$ cat config.mk
export PLATFORM = sky130hd
export DESIGN_NAME = cb_bitop_seq_flat
export DESIGN_NICKNAME = d
export VERILOG_FILES = /design/src/rtl/cb_bitop_seq_if.sv /design/src/rtl/cb_bitop_seq.sv /design/src/flat_wrapper.sv
export SDC_FILE = /design/constraint.sdc
export NUM_CORES = 1
export LEC_CHECK = 0
export ABC_AREA = 1
export CAP_MARGIN = 5
export CORE_MARGIN = 3
export CORE_UTILIZATION = 39
export DETAILED_ROUTE_END_ITERATION = 8
export GPL_TIMING_DRIVEN = 0
export HOLD_SLACK_MARGIN = 0.03
export PLACE_DENSITY = 0.91
export SLEW_MARGIN = 20
export SYNTH_ARGS = -nofsm -noshare
export SYNTH_HDL_FRONTEND = slang
export SYNTH_SLANG_ARGS = --single-unit
$ cat constraint.sdc
create_clock -name clk -period 1.35 [get_ports clk]
set_input_delay 0.135 -clock clk [delete_from_list [all_inputs] [get_ports clk]]
set_output_delay 0.135 -clock clk [all_outputs]
set_load 0.05 [all_outputs]
$ cat src/rtl/cb_bitop_seq_if.sv
// Bundle between the CB bit-op sequencer and the decoder, register file,
// (HL) memory port and ALU bit datapath.
interface cb_bitop_seq_if;
   logic       start;
   logic [7:0] opcode;
   logic       busy;
   logic       done;
   logic       illegal;

   logic [2:0] reg_rd_sel;
   logic [7:0] reg_rd_data;
   logic       reg_we;
   logic [2:0] reg_wr_sel;
   logic [7:0] reg_wr_data;

   logic       mem_rd;
   logic       mem_wr;
   logic [7:0] mem_wdata;
   logic [7:0] mem_rdata;
   logic       mem_ack;

   logic [7:0] alu_a;
   logic [2:0] alu_b;
   logic [1:0] alu_fn;
   logic [7:0] alu_res;
   logic       alu_zf;

   logic       flag_we;
   logic       flag_z;
   logic       flag_n;
   logic       flag_h;

   // master: the sequencer; slave: decoder, register file, memory and ALU
   modport master (
      input  start, opcode, reg_rd_data, mem_rdata, mem_ack, alu_res, alu_zf,
      output busy, done, illegal, reg_rd_sel, reg_we, reg_wr_sel, reg_wr_data,
             mem_rd, mem_wr, mem_wdata, alu_a, alu_b, alu_fn,
             flag_we, flag_z, flag_n, flag_h
   );

   modport slave (
      output start, opcode, reg_rd_data, mem_rdata, mem_ack, alu_res, alu_zf,
      input  busy, done, illegal, reg_rd_sel, reg_we, reg_wr_sel, reg_wr_data,
             mem_rd, mem_wr, mem_wdata, alu_a, alu_b, alu_fn,
             flag_we, flag_z, flag_n, flag_h
   );
endinterface

$ cat src/rtl/cb_bitop_seq.sv
// Sequencer for CB-prefixed BIT/RES/SET: feeds the ALU bit datapath and
// commits its result to a register, the (HL) byte, or Z/N/H.
module cb_bitop_seq (
   input  logic           clk,
   input  logic           reset,
   cb_bitop_seq_if.master bus
);

   localparam logic [2:0] S_IDLE  = 3'd0;
   localparam logic [2:0] S_EXEC  = 3'd1;
   localparam logic [2:0] S_MRD   = 3'd2;
   localparam logic [2:0] S_MEXEC = 3'd3;
   localparam logic [2:0] S_MWR   = 3'd4;
   localparam logic [2:0] S_FIN   = 3'd5;

   localparam logic [1:0] OP_BIT  = 2'b01;
   localparam logic [2:0] REG_HL  = 3'd6;

   logic [2:0] state;
   logic [2:0] state_nx;
   logic [7:0] opc_q;
   logic [7:0] temp_q;
   logic [7:0] wdata_q;
   logic       ill_q;

   logic [1:0] op;
   logic [2:0] bidx;
   logic [2:0] rsel;
   logic       is_bit;
   logic       in_exec;
   logic       in_mexec;
   logic       in_alu;

   assign op       = opc_q[7:6];
   assign bidx     = opc_q[5:3];
   assign rsel     = opc_q[2:0];
   assign is_bit   = (op == OP_BIT);
   assign in_exec  = (state == S_EXEC);
   assign in_mexec = (state == S_MEXEC);
   assign in_alu   = in_exec || in_mexec;

   always_comb begin
      state_nx = state;
      case (state)
         S_IDLE: begin
            if (bus.start) begin
               if (bus.opcode[7:6] == 2'b00)
                  state_nx = S_FIN;
               else if (bus.opcode[2:0] == REG_HL)
                  state_nx = S_MRD;
               else
                  state_nx = S_EXEC;
            end
         end
         S_EXEC:  state_nx = S_FIN;
         S_MRD:   if (bus.mem_ack) state_nx = S_MEXEC;
         S_MEXEC: state_nx = is_bit ? S_FIN : S_MWR;
         S_MWR:   if (bus.mem_ack) state_nx = S_FIN;
         S_FIN:   state_nx = S_IDLE;
         default: state_nx = S_IDLE;
      endcase
   end

   always_ff @(posedge clk) begin
      if (reset) begin
         state   <= S_IDLE;
         opc_q   <= 8'h00;
         temp_q  <= 8'h00;
         wdata_q <= 8'h00;
         ill_q   <= 1'b0;
      end else begin
         state <= state_nx;
         if (state == S_IDLE && bus.start) begin
            opc_q <= bus.opcode;
            ill_q <= (bus.opcode[7:6] == 2'b00);
         end
         if (state == S_MRD && bus.mem_ack)
            temp_q <= bus.mem_rdata;
         // write data is frozen here so it stays stable for the whole MWR wait
         if (in_mexec && !is_bit)
            wdata_q <= bus.alu_res;
      end
   end

   // Outputs are forced low while reset is high so an abort never leaks a
   // strobe in the reset cycle itself.
   always_comb begin
      bus.busy       = 1'b0;
      bus.done       = 1'b0;
      bus.illegal    = 1'b0;
      bus.mem_rd     = 1'b0;
      bus.mem_wr     = 1'b0;
      bus.mem_wdata  = 8'h00;
      bus.reg_rd_sel = 3'd0;
      if (!reset) begin
         bus.busy      = (state != S_IDLE) && (state != S_FIN);
         bus.done      = (state == S_FIN);
         bus.illegal   = (state == S_FIN) && ill_q;
         bus.mem_rd    = (state == S_MRD);
         bus.mem_wr    = (state == S_MWR);
         bus.mem_wdata = wdata_q;
         if (in_exec)
            bus.reg_rd_sel = rsel;
      end
   end

   always_comb begin
      bus.alu_a  = 8'h00;
      bus.alu_b  = 3'd0;
      bus.alu_fn = 2'b00;
      if (!reset && in_alu) begin
         bus.alu_a  = in_exec ? bus.reg_rd_data : temp_q;
         bus.alu_b  = bidx;
         bus.alu_fn = op;
      end
   end

   always_comb begin
      bus.flag_we     = 1'b0;
      bus.flag_z      = 1'b0;
      bus.flag_n      = 1'b0;
      bus.flag_h      = 1'b0;
      bus.reg_we      = 1'b0;
      bus.reg_wr_sel  = 3'd0;
      bus.reg_wr_data = 8'h00;
      if (!reset && in_alu) begin
         if (is_bit) begin
            bus.flag_we = 1'b1;
            bus.flag_z  = bus.alu_zf;
            bus.flag_h  = 1'b1;
         end else if (in_exec) begin
            bus.reg_we      = 1'b1;
            bus.reg_wr_sel  = rsel;
            bus.reg_wr_data = bus.alu_res;
         end
      end
   end

   a_mem_excl: assert property (@(posedge clk) disable iff (reset)
      !(bus.mem_rd && bus.mem_wr));
   a_done_not_busy: assert property (@(posedge clk) disable iff (reset)
      bus.done |-> !bus.busy);
   a_we_excl: assert property (@(posedge clk) disable iff (reset)
      !(bus.reg_we && bus.flag_we));

endmodule

$ cat src/flat_wrapper.sv
// flat-port wrapper written by rule: the top's interface ports become plain ports
module cb_bitop_seq_flat 
  (clk, reset, bus_start, bus_opcode, bus_reg_rd_data, bus_mem_rdata, bus_mem_ack, bus_alu_res, bus_alu_zf, bus_busy, bus_done, bus_illegal, bus_reg_rd_sel, bus_reg_we, bus_reg_wr_sel, bus_reg_wr_data, bus_mem_rd, bus_mem_wr, bus_mem_wdata, bus_alu_a, bus_alu_b, bus_alu_fn, bus_flag_we, bus_flag_z, bus_flag_n, bus_flag_h);
  cb_bitop_seq_if bus_i ();
  input  logic clk;
  input  logic reset;
  input wire logic [$bits(bus_i.start)-1:0] bus_start;
  input wire logic [$bits(bus_i.opcode)-1:0] bus_opcode;
  input wire logic [$bits(bus_i.reg_rd_data)-1:0] bus_reg_rd_data;
  input wire logic [$bits(bus_i.mem_rdata)-1:0] bus_mem_rdata;
  input wire logic [$bits(bus_i.mem_ack)-1:0] bus_mem_ack;
  input wire logic [$bits(bus_i.alu_res)-1:0] bus_alu_res;
  input wire logic [$bits(bus_i.alu_zf)-1:0] bus_alu_zf;
  output wire logic [$bits(bus_i.busy)-1:0] bus_busy;
  output wire logic [$bits(bus_i.done)-1:0] bus_done;
  output wire logic [$bits(bus_i.illegal)-1:0] bus_illegal;
  output wire logic [$bits(bus_i.reg_rd_sel)-1:0] bus_reg_rd_sel;
  output wire logic [$bits(bus_i.reg_we)-1:0] bus_reg_we;
  output wire logic [$bits(bus_i.reg_wr_sel)-1:0] bus_reg_wr_sel;
  output wire logic [$bits(bus_i.reg_wr_data)-1:0] bus_reg_wr_data;
  output wire logic [$bits(bus_i.mem_rd)-1:0] bus_mem_rd;
  output wire logic [$bits(bus_i.mem_wr)-1:0] bus_mem_wr;
  output wire logic [$bits(bus_i.mem_wdata)-1:0] bus_mem_wdata;
  output wire logic [$bits(bus_i.alu_a)-1:0] bus_alu_a;
  output wire logic [$bits(bus_i.alu_b)-1:0] bus_alu_b;
  output wire logic [$bits(bus_i.alu_fn)-1:0] bus_alu_fn;
  output wire logic [$bits(bus_i.flag_we)-1:0] bus_flag_we;
  output wire logic [$bits(bus_i.flag_z)-1:0] bus_flag_z;
  output wire logic [$bits(bus_i.flag_n)-1:0] bus_flag_n;
  output wire logic [$bits(bus_i.flag_h)-1:0] bus_flag_h;
  assign bus_i.start = bus_start;
  assign bus_i.opcode = bus_opcode;
  assign bus_i.reg_rd_data = bus_reg_rd_data;
  assign bus_i.mem_rdata = bus_mem_rdata;
  assign bus_i.mem_ack = bus_mem_ack;
  assign bus_i.alu_res = bus_alu_res;
  assign bus_i.alu_zf = bus_alu_zf;
  assign bus_busy = bus_i.busy;
  assign bus_done = bus_i.done;
  assign bus_illegal = bus_i.illegal;
  assign bus_reg_rd_sel = bus_i.reg_rd_sel;
  assign bus_reg_we = bus_i.reg_we;
  assign bus_reg_wr_sel = bus_i.reg_wr_sel;
  assign bus_reg_wr_data = bus_i.reg_wr_data;
  assign bus_mem_rd = bus_i.mem_rd;
  assign bus_mem_wr = bus_i.mem_wr;
  assign bus_mem_wdata = bus_i.mem_wdata;
  assign bus_alu_a = bus_i.alu_a;
  assign bus_alu_b = bus_i.alu_b;
  assign bus_alu_fn = bus_i.alu_fn;
  assign bus_flag_we = bus_i.flag_we;
  assign bus_flag_z = bus_i.flag_z;
  assign bus_flag_n = bus_i.flag_n;
  assign bus_flag_h = bus_i.flag_h;
  cb_bitop_seq u_core (.clk(clk), .reset(reset), .bus(bus_i));
endmodule
[After elaboration in Yosys (flattened, before gate mapping)]
Cells that the tools add are included.
Word-level totals
  flip-flop bits (word level): 28
  bits in latches: 0
  output and inout port bits: 45
  memories kept: 0
  ROM bits: 0
  memory bits (writable): 0
Cells by class
  divide/modulo/power cells: 0
  equality and inequality tests: 11
  reductions and logical operators: 13
  multiplexer cells: 31
  order comparisons: 0
  multipliers: 0
  shift-type cells: 0
  add/subtract/negate cells: 0
  bitwise gates (word level): 0
Operators by type and width (number)
  $mux 8: 6
  $mux 3: 9
  $pmux 3 s5: 1
  $mux 1: 13
  $eq 3x3->1 const B: 3
  $eq 3x2->1 const B: 2
  $logic_and 1x1->1: 6
  $ne 2x2->1 const B: 3
  $mux 2: 2
  $eq 3x1->1 const B: 1
  $logic_not 3->1: 1
  $ne 3x3->1 const B: 1
  $reduce_and 3->1: 1
  $reduce_bool 3->1: 1
  $eq 2x1->1 const B: 1
  $logic_not 1->1: 2
  $logic_not 2->1: 1
  $logic_or 1x1->1: 1

[Longest topological paths before layout]
Gate-level depths: netlist of the first run.
  depth after elaboration: 5
  gate-level depth with buffers: 8
  mapped depth without buffers: 7

[Worst setup path before layout of the first run]
Ideal clock, no wire load.
  kind: register to output
  from: reg u_core.state[0]
  to: out bus_illegal
  data arrival time: 1.838 ns
  stages on the path, launching flop included: 5
  buffers on the path: 0
  path slack: -0.623 ns
  cell sequence: dfxtp_1 > inv_1 > nor3_1 > inv_1 > nor3_1
On the way
  cells in the longest elaborated chain, start to end: 3
Ends and longest elaborated chain
  start: declaration: RTL line cb_bitop_seq.sv:19  | logic [2:0] state;
  start signal: assignment: RTL line cb_bitop_seq.sv:72  | state <= state_nx;
  $eq 3x3->1: RTL line cb_bitop_seq.sv:98  | bus.illegal = (state == S_FIN) && ill_q;
  $logic_and 1x1->1: RTL line cb_bitop_seq.sv:98
  $mux 1: RTL line cb_bitop_seq.sv:95  | if (!reset) begin
  end: declaration: RTL line flat_wrapper.sv:16  | output wire logic [$bits(bus_i.illegal)-1:0] bus_illegal;
No other way between the ends.

[Worst setup path in the final report of the first run]
  from: reg u_core.state[1]
  to: reg u_core.state[1]
On the way
  cells in the longest elaborated chain, start to end: 3
Ends and longest elaborated chain
  $eq 3x2->1, or another cell as far along: RTL line cb_bitop_seq.sv:44  | case (state)
  $ne 2x2->1 (no source line)
  $reduce_and 3->1 (no source line)
Several ways; a longest one is shown, not always the timed one.
A chain may end at the register's enable or synchronous reset.

==> results of run 1 <==
## per-stage QoR
stage               instances  utilization, %  setup slack, ps
CTS                       384           83.56           -317.2
global placement          367           72.13           -839.5
floorplan                 240               -           -193.9
global route              403           95.45           -485.7
detailed placement        367           72.13           -857.3
finish                    403           95.45           -443.1
## how the worst min path moves through the flow
stage          slack (ps)         startpoint                end  depth (start not counted)
2_1_floorplan         270   bus_mem_rdata[0]   u_core.temp_q[0]                          2
3_3_place_gp          440  u_core.wdata_q[3]  u_core.wdata_q[3]                          2
3_5_place_dp          450  u_core.wdata_q[4]  u_core.wdata_q[4]                          2
4_1_cts               180              reset    u_core.state[0]                          2
5_1_grt               240              reset    u_core.state[0]                          2
6_report              200              reset    u_core.state[0]                          2
## cell families (layout without fill, tap and decap cells)
logic type / after synthesis / in the layout / synth area share (%)
buffers and inverters: 53 / 166 / 15.37
other: 1 / 1 / 0.2437
flip-flops: 28 / 28 / 36.42
AO/OA/AOI/OAI: 52 / 52 / 17.40
AND/OR/NAND/NOR: 106 / 108 / 30.57
## layer usage
metal | track usage (%) | routed length, um | up-vias
li1 | - | - | 980
met1 | 25.97 | 2879 | 1092
met2 | 54.23 | 4528 | 231
met3 | 8.428 | 1091 | 79
met4 | 16.30 | 803 | 2
met5 | 0 | 13 | -
## where the power goes
group          switching, mW  leakage [nW]  internal [mW]
Clock                  0.320        0.0288          0.263
Sequential             0.190         0.230           1.05
Combinational           2.41          1.18           1.59
Total                   2.92          1.44           2.91
## timing repair
action                     in CTS  in global routing
gates cloned                    2                  4
hold endpoints to repair        0                  0
setup endpoints to repair      45                 61
pin swaps                      11                 21
hold buffers                    0                  0
resized for setup             331                 72
setup buffers                  11                 16
## sequential cells by signal, summed over array words and instances (netlist names)
| name | cells |
|---|---|
| u_core.opc_q | 8 |
| u_core.wdata_q | 8 |
| u_core.temp_q | 8 |
| u_core.ill_q | 1 |
| u_core.state | 3 |
## worst max-delay path, stage by stage (launching register included)
cell and delay [ps]:
dfxtp_2 350, buf_6 120, buf_12 130, nor2_4 190
buf_4 170, nand3b_1 130, nand3_2 150, nor2_1 60
nor2_1 350
## cells in the final DEF (no fill, tap or decap), types with 3 or more instances in the layout
| cell type | count |
|---|---|
| buf_6 | 37 |
| clkdlybuf4s50_1 | 35 |
| inv_1 | 31 |
| nor2_4 | 27 |
| nor2_1 | 27 |
| dfxtp_1 | 25 |
| buf_4 | 15 |
| buf_8 | 14 |
| a21oi_1 | 13 |
| o21ai_0 | 13 |
| nand2_4 | 12 |
| nand2_1 | 11 |
| nand2_2 | 9 |
| a21oi_4 | 8 |
| o21ai_2 | 8 |
| clkdlybuf4s15_2 | 8 |
| nor3_4 | 6 |
| buf_12 | 5 |
| a21oi_2 | 5 |
| inv_2 | 4 |
| nor2_2 | 4 |
| o21ai_1 | 4 |
| clkbuf_8 | 4 |
| nand2_8 | 3 |
| nand3_4 | 3 |
## layout make-up
cell class	instances	area, sq um	area share [%]
tap	48	60.06	1.681
sequential	28	569.3	15.93
clock buffer	4	55.05	1.541
buffer	12	128.9	3.606
inverter	41	182.7	5.112
timing repair buffer	109	1246	34.87
multi-input combinational	161	1331	37.25
==> flow_summary_export.csv, run 1 <==
group,metric,value,unit
synthesis,synth_area_leader_cell,"dfxtp_1",
clock_network,clk_latency,300,ps
timing,layout_min_cycle_time,1793,ps
finish,final_nets,393,
placed_design,dpl.hpwl,4.016,mm
global_routing,antenna_found_initial,1,
placed_design,numPortBuffers,79,
clock_network,numCtsBuffers,3,
route,vias,2384,
critical_path,reg2regPathDepth,8,
synthesis,synth_warnings,0,
status,violations,"setup timing",
timing,skew,14.24,ps
synthesis,ys_seq_area_share,36.42,%
route,route.final.wire_length,9.316,mm
hold_path,min_path_type,"input pin to flip-flop",
global_routing,grt_pass1_vias,2162,
global_routing,grt_pass1_wl,9.804,mm
synthesis,ys_top_cells_by_area,"dfxtp_1, nor2_1, inv_1",
route,wl_per_cell,23.12,um
timing,relSlewSlack,59.37,%
finish,nFillCells,94,
synthesis,synth_common_cells,"nor2_1, inv_1, nand2_1",
power_and_ir_drop,finalPower,5.825,mW
clock_network,clk_path_buf_depth,2,
clock_network,cts_root_buf,"clkbuf_8",
die,coreArea,3744,sq um
clock_network,cts_tree,"yes",
critical_path,r2r-end,"u_core.state[1]",
critical_path,critPathCaptureType,"flip-flop",
route,drtAntennaViolNets,0,
synthesis,synth_cell_type_count,23,
timing,report.final.hold_viol_count,0,
placed_design,dpl_cell_area,2700,sq um
clock_network,clock-sinks,28,
power_and_ir_drop,p_leak,1.437,nW
timing,fmax,0.5577,GHz
timing,fin_crit_sh,132.8,%
power_and_ir_drop,irDropWorstVdd,1283,uV
status,status,"complete, but fails checks",
critical_path,crit_arrival,1960,ps
synthesis,async_flop_share,0,%
critical_path,rr_startpoint,"u_core.state[1]",
timing,rsz0062_at_grt,"true",
route,drt-initial-drc-count,252,
global_routing,grt_util_all_layers,28.28,%
timing,drv_slew,0,
critical_path,worst-setup-path-type,"flip-flop to flip-flop",
critical_path,critPathLaunch,"u_core.state[1]",
critical_path,cp_max_fo,5,
clock_network,clkTransAtPathRegs,120,ps
finish,drive_above_1_share,53.24,%
die,row_count,22,
critical_path,r2r_setup_slack,-440,ps
timing,setup_viol,68,
synthesis,synth.top_cell.area_share,36.42,%
route,dr.pass1.iters,5,
critical_path,cp-start-kind,"flip-flop",
synthesis,synthCells,240,
synthesis,synthFlopType,"dfxtp_1",
global_routing,grt_max_degree,16,
timing,setup_tns,-14910,ps
route,vias_per_cell,5.916,
placed_design,routabilityCongestion,0.8779,
synthesis,synth_edf_count,0,
finish,num_antenna_cells,0,
global_routing,overflow,0,
die,start_util,41.11,%
synthesis,yosysMostFrequentCell,"nor2_1",
timing,worst_slack,-443.1,ps
power_and_ir_drop,power_density,1630,nW/um^2
critical_path,crit_required,1520,ps
finish,areaGrowthSynthToFinish,132.2,%
timing,holdWs,200.5,ps
synthesis,synth_seq_cells,28,
die,die_x,68.82,um
job,maxCapViolations,0,
synthesis,syn_area,1539,sq um
critical_path,endpoint,"u_core.state[1]",
clock_network,cts_htree_levels,1,
synthesis,syn_nets,277,
route,drc_errors,0,
timing,tightestPinTransition,609.4,ps
die,die_area,4736,sq um
synthesis,synth_area_per_cell,6.412,sq um
finish,design_area,3573,sq um
die,die_h,68.82,um
die,ios,82,
Power figures use the tool's default switching activity.
==> run 2: changes to the inputs <==
--- a/config.mk
+++ b/config.mk
@@ -7,6 +7,7 @@
 export LEC_CHECK = 0
 export ABC_AREA = 1
 export CAP_MARGIN = 5
+export CORE_ASPECT_RATIO = 1.4
 export CORE_MARGIN = 3
 export CORE_UTILIZATION = 39
 export DETAILED_ROUTE_END_ITERATION = 8
==> run 2 against run 1 <==
Compared with the run above:
- hold slack lost 6.2 ps
- the flow still finishes with violations (setup timing)
- routed wire length fell by 11%
- worst setup slack improved by 85 ps
==> flow_summary_export.csv, run 2 (synthesis results as in run 1) <==
group,metric,value,unit
status,status,"complete, but fails checks",
status,violations,"setup timing",
global_routing,antenna_found_initial,0,
placed_design,dp_slack,-831.4,ps
critical_path,worst-setup-path-type,"flip-flop to output port",
clock_network,clk_path_buf_depth,2,
timing,fmax,0.5853,GHz
placed_design,routabilityCongestion,0.7502,
route,route.final.wire_length,8.280,mm
timing,layout_min_cycle_time,1709,ps
critical_path,crit_required,1220,ps
clock_network,clk_latency,290,ps
timing,setup_viol,64,
route,drc_errors,0,
critical_path,crit_family,"simple AND/OR/NAND/NOR gates",
power_and_ir_drop,power_density,1629,nW/um^2
critical_path,crit_arrival,1570,ps
critical_path,cp_max_fo,10,
power_and_ir_drop,p_leak,1.410,nW
critical_path,cp_slowest_cell,"dfxtp_4",
die,die_x,59.09,um
global_routing,grt_pass1_vias,2064,
route,vias,2216,
finish,reg.largest.list,"u_core.opc_q: 8 flops, u_core.temp_q: 8 flops, u_core.wdata_q: 8 flops",
timing,worst_slack,-358.5,ps
timing,skew,6.906,ps
critical_path,cp-start-kind,"flip-flop",
global_routing,grt_util_all_layers,27.53,%
die,coreArea,3709,sq um
global_routing,grt_pass1_wl,9.949,mm
global_routing,grt_max_degree,17,
die,row_count,26,
die,die_area,4746,sq um
die,ios,82,
die,start_util,41.50,%
power_and_ir_drop,irDropWorstVdd,1342,uV
critical_path,path_common_cell,"nor2_4",
clock_network,cts_hold_buf,0,
clock_network,cts_root_buf,"clkbuf_8",
global_routing,overflow,0,
finish,drive_above_1_share,51.01,%
route,dr.pass1.iters,6,
placed_design,dpl.hpwl,3.825,mm
die,die_h,80.33,um
clock_network,clock-sinks,28,
clock_network,clkTransAtPathRegs,110,ps
route,drtAntennaViolNets,0,
timing,relSlewSlack,49.70,%
finish,layout_common_cells,"buf_6, clkdlybuf4s50_1, inv_1",
hold_path,min_path_type,"input pin to flip-flop",
route,wl_per_cell,21.29,um
critical_path,critPathBufInv,3,
finish,areaGrowthSynthToFinish,125.9,%
clock_network,cts_tree,"yes",
timing,fin_crit_sh,126.6,%
timing,rsz0062_at_grt,"true",
critical_path,critPathMaxStageDelay,390,ps
clock_network,numCtsBuffers,3,
finish,final_util,93.76,%
critical_path,critPathCaptureType,"output port",
finish,register_area,569.3,sq um
finish,nFillCells,120,
critical_path,r2r_setup_slack,-210,ps
timing,report.final.hold_viol_count,0,
timing,setup_tns,-11520,ps
timing,drv_slew,0,
finish,layout_commonest_cell,"buf_6",
timing,tightestPinTransition,754.5,ps
clock_network,cts_htree_levels,1,
placed_design,numPortBuffers,79,
critical_path,path_cells,"inv_8, nand2_8, nor2_4, nand3_4, buf_12, nor2_4, buf_6",
job,maxCapViolations,0,
finish,final_nets,385,
route,vias_per_cell,5.697,
finish,multi_input_area,1295,sq um
route,drt-initial-drc-count,155,
finish,num_antenna_cells,0,
==> run 2: cell types whose count changed in the layout (fill, tap and decap cells not counted), sizes merged <==
cell and change:
buf -6, bufinv +1, clkdlybuf4s15 -1, nand2 -1, nor2 -1
==> run 2: where the power goes <==
| group | internal (mW) | total, mW | switching (mW) |
|---|---|---|---|
| Sequential | 1.05 | 1.24 | 0.184 |
| Combinational | 1.46 | 3.73 | 2.26 |
| Clock | 0.398 | 0.699 | 0.301 |
==> run 2: timing repair <==
action                                  in CTS  in global routing
gates cloned                                 2                  2
gates resized for setup                    340                 59
pin swaps                                    9                 18
endpoints found under the setup margin      54                 56
setup buffers                                8                 14
==> run 2: worst reg2reg max path, cell delays in order, from the launching register on <==
cell,delay (ps)
dfxtp_2,340
buf_8,130
buf_6,130
nor2_4,160
buf_4,140
buf_6,90
nand3b_1,100
nand3_2,140
inv_1,90
nand2_1,80
nor2_1,60
==> run 2: final cells by class <==
cell class	count	share of cell area, %
plain buffers	12	3.814
well taps	42	1.511
multi-input cells	159	37.24
clock buffers	3	1.187
clock inverters	1	0.8636
flip-flops and latches	28	16.37
repair buffers	103	33.68
inverters	41	5.326
==> run 2: final timing paths <==
check / from / endpoint / cells after the start
max: u_core.state[2] / bus_reg_wr_data[5] / 7
min: reset / u_core.state[0] / 2
max reg2reg: u_core.state[1] / u_core.state[0] / 10
min reg2reg: u_core.wdata_q[7] / u_core.wdata_q[7] / 2
==> run 2: routing by layer <==
metal,share of wire (%),vias up,track usage [%]
met3,7.7,33,6.109
met1,34,1074,27.68
met2,55,150,53.10
li1,-,959,-
met5,0,-,0
met4,3.9,0,9.751
==> run 2: through the flow <==
stage | power [mW] | hold slack [ps] | std cells | area, sq um
after floorplan | 2.832 | 269.9 | 240 | 1849
after global placement | 3.346 | 437.6 | 361 | 2693
after detailed placement | 3.407 | 443.0 | 361 | 2693
after CTS | 4.801 | 172.8 | 375 | 3149
after global routing | 5.830 | 219.2 | 389 | 3477
final | 5.666 | 194.3 | 389 | 3477
